## src/rtl/donut_pkg.sv

```systemverilog
// Shared constants and types for the donut ASCII framer: byte codes, the glyph palette
// and the framer state encoding.
package donut_pkg;

  localparam logic [7:0] ChEsc   = 8'h1B;
  localparam logic [7:0] ChLbr   = 8'h5B;
  localparam logic [7:0] ChHome  = 8'h48;
  localparam logic [7:0] ChCr    = 8'h0D;
  localparam logic [7:0] ChLf    = 8'h0A;
  localparam logic [7:0] ChAt    = 8'h40;
  localparam logic [7:0] ChSpace = 8'h20;

  localparam int unsigned NumGlyphs = 12;

  // Darkest to brightest: " .,-~:;=!*#$@ "
  localparam logic [7:0] GlyphTable [NumGlyphs] = '{
    8'h2E, 8'h2C, 8'h2D, 8'h7E, 8'h3A, 8'h3B,
    8'h3D, 8'h21, 8'h2A, 8'h23, 8'h24, 8'h40
  };

  typedef enum logic [2:0] {
    StHome0,
    StHome1,
    StHome2,
    StPix,
    StCr,
    StLf
  } framer_state_e;

endpackage

```

## src/rtl/donut_ascii_framer_if.sv

```systemverilog
// Pixel input and transmitter output bundle of the framer; master is the framer side.
interface donut_ascii_framer_if;

  logic       pix_valid;
  logic [3:0] pix_lum;
  logic       pix_ready;
  logic       tx_start;
  logic [7:0] tx_data;
  logic       tx_txe;
  logic       frame_done;

  modport master (
    input  pix_valid,
    input  pix_lum,
    output pix_ready,
    output tx_start,
    output tx_data,
    input  tx_txe,
    output frame_done
  );

  modport slave (
    output pix_valid,
    output pix_lum,
    input  pix_ready,
    input  tx_start,
    input  tx_data,
    output tx_txe,
    input  frame_done
  );

endinterface

```

## src/rtl/donut_glyph_lut.sv

```systemverilog
// Combinational luminance-to-ASCII palette lookup.
module donut_glyph_lut
  import donut_pkg::*;
(
  input  logic [3:0] lum,
  output logic [7:0] glyph
);

  always_comb begin
    glyph = ChAt;
    if (lum < 4'(NumGlyphs)) begin
      glyph = GlyphTable[lum];
    end else if (lum == 4'hF) begin
      glyph = ChSpace;
    end
  end

endmodule

```

## src/rtl/donut_ascii_framer.sv

```systemverilog
// Converts a luminance pixel stream into ASCII bytes framed with ESC [ H per frame and
// CR LF per row, feeding a start/data/txe transmitter through a one-byte holding register.
module donut_ascii_framer
  import donut_pkg::*;
#(
  parameter int unsigned COLS = 80,
  parameter int unsigned ROWS = 24
) (
  input  logic                  clk,
  input  logic                  rst,
  donut_ascii_framer_if.master  bus
);

  localparam int unsigned ColW = (COLS > 1) ? $clog2(COLS) : 1;
  localparam int unsigned RowW = (ROWS > 1) ? $clog2(ROWS) : 1;
  localparam logic [ColW-1:0] ColLast = ColW'(COLS - 1);
  localparam logic [RowW-1:0] RowLast = RowW'(ROWS - 1);

  framer_state_e   state_q, state_d;
  logic [ColW-1:0] col_q, col_d;
  logic [RowW-1:0] row_q, row_d;
  logic            obuf_valid_q, obuf_valid_d;
  logic [7:0]      obuf_data_q, obuf_data_d;
  logic            last_lf_q, last_lf_d;
  logic            frame_done_q, frame_done_d;

  logic       load_ok;
  logic       consume;
  logic       load_en;
  logic [7:0] load_byte;
  logic [7:0] pix_glyph;

  donut_glyph_lut u_glyph_lut (
    .lum   (bus.pix_lum),
    .glyph (pix_glyph)
  );

  // The holding register may be refilled in the same cycle it is drained.
  assign load_ok = !obuf_valid_q || bus.tx_txe;
  assign consume = obuf_valid_q && bus.tx_txe;

  always_comb begin
    state_d   = state_q;
    col_d     = col_q;
    row_d     = row_q;
    load_en   = 1'b0;
    load_byte = ChEsc;

    case (state_q)
      StHome0: begin
        load_byte = ChEsc;
        load_en   = load_ok;
        if (load_en) state_d = StHome1;
      end
      StHome1: begin
        load_byte = ChLbr;
        load_en   = load_ok;
        if (load_en) state_d = StHome2;
      end
      StHome2: begin
        load_byte = ChHome;
        load_en   = load_ok;
        if (load_en) state_d = StPix;
      end
      StPix: begin
        load_byte = pix_glyph;
        load_en   = load_ok && bus.pix_valid;
        if (load_en) begin
          if (col_q == ColLast) begin
            col_d   = '0;
            state_d = StCr;
          end else begin
            col_d = col_q + ColW'(1);
          end
        end
      end
      StCr: begin
        load_byte = ChCr;
        load_en   = load_ok;
        if (load_en) state_d = StLf;
      end
      StLf: begin
        load_byte = ChLf;
        load_en   = load_ok;
        if (load_en) begin
          if (row_q == RowLast) begin
            row_d   = '0;
            state_d = StHome0;
          end else begin
            row_d   = row_q + RowW'(1);
            state_d = StPix;
          end
        end
      end
      default: state_d = StHome0;
    endcase
  end

  always_comb begin
    obuf_valid_d = obuf_valid_q;
    obuf_data_d  = obuf_data_q;
    last_lf_d    = last_lf_q;
    if (load_en) begin
      obuf_valid_d = 1'b1;
      obuf_data_d  = load_byte;
      last_lf_d    = (state_q == StLf) && (row_q == RowLast);
    end else if (consume) begin
      obuf_valid_d = 1'b0;
      obuf_data_d  = 8'h00;
      last_lf_d    = 1'b0;
    end
    // last_lf_q tags the byte currently held, so this fires only when the frame's final LF leaves.
    frame_done_d = consume && last_lf_q;
  end

  always_ff @(posedge clk) begin
    if (rst) begin
      state_q      <= StHome0;
      col_q        <= '0;
      row_q        <= '0;
      obuf_valid_q <= 1'b0;
      obuf_data_q  <= 8'h00;
      last_lf_q    <= 1'b0;
      frame_done_q <= 1'b0;
    end else begin
      state_q      <= state_d;
      col_q        <= col_d;
      row_q        <= row_d;
      obuf_valid_q <= obuf_valid_d;
      obuf_data_q  <= obuf_data_d;
      last_lf_q    <= last_lf_d;
      frame_done_q <= frame_done_d;
    end
  end

  assign bus.pix_ready  = (state_q == StPix) && load_ok;
  assign bus.tx_start   = obuf_valid_q;
  assign bus.tx_data    = obuf_data_q;
  assign bus.frame_done = frame_done_q;

endmodule
```

## src/flat_wrapper.sv

```systemverilog
// flat-port wrapper written by rule: the top's interface ports become plain ports
module donut_ascii_framer_flat import donut_pkg::*;
#(
  parameter int unsigned COLS = 80,
  parameter int unsigned ROWS = 24
)
  (clk, rst, bus_pix_valid, bus_pix_lum, bus_pix_ready, bus_tx_start, bus_tx_data, bus_tx_txe, bus_frame_done);
  donut_ascii_framer_if bus_i ();
  input  logic clk;
  input  logic rst;
  input wire logic [$bits(bus_i.pix_valid)-1:0] bus_pix_valid;
  input wire logic [$bits(bus_i.pix_lum)-1:0] bus_pix_lum;
  output wire logic [$bits(bus_i.pix_ready)-1:0] bus_pix_ready;
  output wire logic [$bits(bus_i.tx_start)-1:0] bus_tx_start;
  output wire logic [$bits(bus_i.tx_data)-1:0] bus_tx_data;
  input wire logic [$bits(bus_i.tx_txe)-1:0] bus_tx_txe;
  output wire logic [$bits(bus_i.frame_done)-1:0] bus_frame_done;
  assign bus_i.pix_valid = bus_pix_valid;
  assign bus_i.pix_lum = bus_pix_lum;
  assign bus_pix_ready = bus_i.pix_ready;
  assign bus_tx_start = bus_i.tx_start;
  assign bus_tx_data = bus_i.tx_data;
  assign bus_i.tx_txe = bus_tx_txe;
  assign bus_frame_done = bus_i.frame_done;
  donut_ascii_framer #(.COLS(COLS), .ROWS(ROWS)) u_core (.clk(clk), .rst(rst), .bus(bus_i));
endmodule
```

## config.mk

```make
export PLATFORM = sky130hd
export DESIGN_NAME = donut_ascii_framer_flat
export DESIGN_NICKNAME = d
export VERILOG_FILES = /design/src/rtl/donut_pkg.sv /design/src/rtl/donut_ascii_framer_if.sv /design/src/rtl/donut_glyph_lut.sv /design/src/rtl/donut_ascii_framer.sv /design/src/flat_wrapper.sv
export SDC_FILE = /design/constraint.sdc
export NUM_CORES = 1
export LEC_CHECK = 0
export ABC_AREA = 1
export ABC_CLOCK_PERIOD_IN_PS = 2300
export CORE_UTILIZATION = 55
export DETAILED_ROUTE_END_ITERATION = 16
export PLACE_DENSITY = 0.8
export SYNTH_ARGS = -nofsm -noshare
export SYNTH_HDL_FRONTEND = slang
export SYNTH_HIERARCHICAL = 1
export SYNTH_SLANG_ARGS = --single-unit
```

## constraint.sdc

```tcl
create_clock -name clk -period 2.3 [get_ports clk]
set_clock_uncertainty 0.2 [all_clocks]
set_input_delay 0.575 -clock clk [delete_from_list [all_inputs] [get_ports clk]]
set_output_delay 0.575 -clock clk [all_outputs]
set_load 0.02 [all_outputs]
```

==> results.txt <==
status: completed
starting density of the core: 60.0%
peak supply drop: 517 uV
unique cell type count in the Yosys netlist: 23
setup_tns: 0 ps
CP max-delay cell: clkdlybuf4s50_1
Final Cycle Share: 97.5%
CP max stage delay: 490 ps
CTS tree: yes
Hold EP: u_core/bus.frame_done
total wire length: 3190 um
Vias per Instance: 5.22
Syn-to-layout area delta: 20.4%
first-pass GRT wire length: 5260 um
Min Clock Period, post-route: 2240 ps
Seq/Total Area, Yosys: 33.8%
IO Count: 19
r2r setup slk: 650 ps
highest routed metal layer: met4
clock root buffer: clkbuf_4
max-slew violation count: 0
Worst EP arrival: 1470 ps
H-tree levels: 1
dominant cells by area after synthesis: dfxtp_1 (34%), nand2_1 (15%), a21oi_1 (7.5%)
Fin. Hold Viols: 0
diode count: 0
most area-hungry cell type in the Yosys netlist: dfxtp_1
FMAX: 446 MHz
grt total ovfl: 0
Seq cells post-synth: 26
Worst Path Required: 1520 ps
WP buf/inv: 4
Crit. path cell count: 6
Power Density: 582 nW/um^2
CP Launch Type: input port
leading cell type in the layout, fill and taps excluded: nand2_1
CTS max path bufs: 2
cells along the critical path: clkdlybuf4s50_1, inv_2, nand2_2, inv_1, nor2_2, buf_6
R2R cell count: 8
Crit Path Max Fanout: 2
Die Area: 3020 um^2
routability cong.: 0.876
final HPWL from detailed placement: 2430 um
Clock Pin Slew Worst Setup and Hold Paths: 140 ps
Setup violations, final: 0
Leakage Power: 0.840 nW
DRT met1 WL: 1500 um
routed len/inst: 11.0 um
Initial DRT Pass Iterations: 4
hold depth: 2
# fillers: 227
setup repair after global routing missed its margin: no
number of CTS-inserted buffers: 3
DR iter-0 viols: 46
Buffers on Ports: 18
std cell rows: 18
aggregate global-route resource usage: 24.1%
fraction of layout cells with a size suffix above 1: 10.8%
antenna violations before repair: 0
number of global-route vias before repair: 1,295
hold buffer count at cts: 0
Yosys top cell area share: 33.8%
worst hold path startpoint: u_core/last_lf_q
Setup CP Type: in -> out
Hold Slack: 285 ps
met3 WL: 99 um
syn avg cell area: 6.58 um^2
vias: 1,514
cell family with most CP delay: buffers and inverters
most frequent cells in the layout: nand2_1 (61), dfxtp_1 (26), nor2_1 (24)
largest net degree at the start of global routing: 16
worst r2r src: u_core/col_q[0]
Worst Hold Class: reg -> reg
Synth Net Count: 251
antenna viol nets, final: 0
r2r endpoint: u_core/state_q[0]
DRC errors left: 0
Yosys warnings: 6
Die W: 54.9 um
Max Cap Viol: 0
Netlist Area Pre-Place: 1540 um^2
Die Ht: 54.9 um
CTS sink cnt: 26
Core ar.: 2570 um^2
Mapped Cells: 234
postcts setup bufs: 0
Critical Path End Type: output port
routed wire length on met2: 1580 um
Clk Latency, worst-skew pair: 320 ps
# nets final: 278
==> cells in the mapped netlist (all sizes together) <==
cell,instances
nor3,5
nand2,66
xor2,3
and3,1
conb,1
o21ai,11
buf,1
nand4,4
ha,9
nand3,25
clkbuf,2
dfxtp,26
nor2,26
inv,29
a21oi,24
nand3b,1
==> logic make-up after synthesis <==
group,Yosys count,share of synthesized area [%]
AND/OR/NAND/NOR,128,36.8
AO/OA/AOI/OAI,35,12.1
buffers and inverters,32,8.04
flip-flops,26,33.8
adder cells (fa/ha/maj),9,7.31
XOR/XNOR,3,1.71
other,1,0.243
==> report_power, final <==
group / total [mW] / internal [mW] / switching (mW) / leakage [nW]
Clock: 0.308 / 0.176 / 0.132 / 0.0279
Combinational: 0.278 / 0.111 / 0.167 / 0.600
Sequential: 0.492 / 0.476 / 0.0167 / 0.212
==> metrics by stage <==
step                      worst slack [ps]  power (mW)  instances  area (um^2)  utilization, %
after floorplan                        427       0.677        234         1540               -
after CTS                             8.22        1.09        290         1850            72.0
after detailed placement              -458       0.775        286         1800            69.9
after global placement                -445       0.773        286         1800            69.9
after global routing                 0.394        1.14        290         1850            72.2
final                                 57.7        1.08        290         1850            72.2
==> flip-flops by register name, summed over array words and instances, names as in the netlist <==
name                   flops
u_core/row_q               5
u_core/bus.frame_done      1
u_core/state_q             3
u_core/bus.tx_data         8
u_core/bus.tx_start        1
u_core/col_q               7
u_core/last_lf_q           1
==> worst min-delay path, stage by stage (launching register included) <==
cell and delay [ps]:
dfxtp_1 330, nand2_1 80, nor2_1 50
==> area by class of cell <==
class | count | area, um^2 | area share [%]
clock buffer | 3 | 22.5 | 1.21
timing repair buffer | 25 | 234 | 12.6
sequential | 26 | 520 | 28.1
inverter | 29 | 109 | 5.87
multi-input combinational | 176 | 901 | 48.6
tap | 30 | 37.5 | 2.02
clock inverter | 1 | 30.0 | 1.62
==> worst max path at each step <==
stage / to / slack, ps / start
finish: bus_pix_ready / 60 / bus_tx_txe
global route: bus_pix_ready / 0.4 / bus_tx_txe
CTS: bus_pix_ready / 8 / bus_tx_txe
detailed placement: bus_pix_ready / -460 / bus_tx_txe
global placement: bus_pix_ready / -440 / bus_tx_txe
floorplan: bus_pix_ready / 430 / bus_tx_txe
==> per-layer routing <==
| layer | GRT usage (%) | vias up |
|---|---|---|
| met5 | 0 | - |
| met4 | 3.75 | 0 |
| met3 | 5.74 | 2 |
| met2 | 44.8 | 20 |
| met1 | 28.3 | 683 |
| li1 | - | 809 |
==> timing repair <==
action                                  4_1_cts  5_1_grt
endpoints found under the setup margin        1        1
gates cloned                                  0        0
pin swaps                                     0        1
resized for setup                             6        3
(Power assumes the default switching activity.)
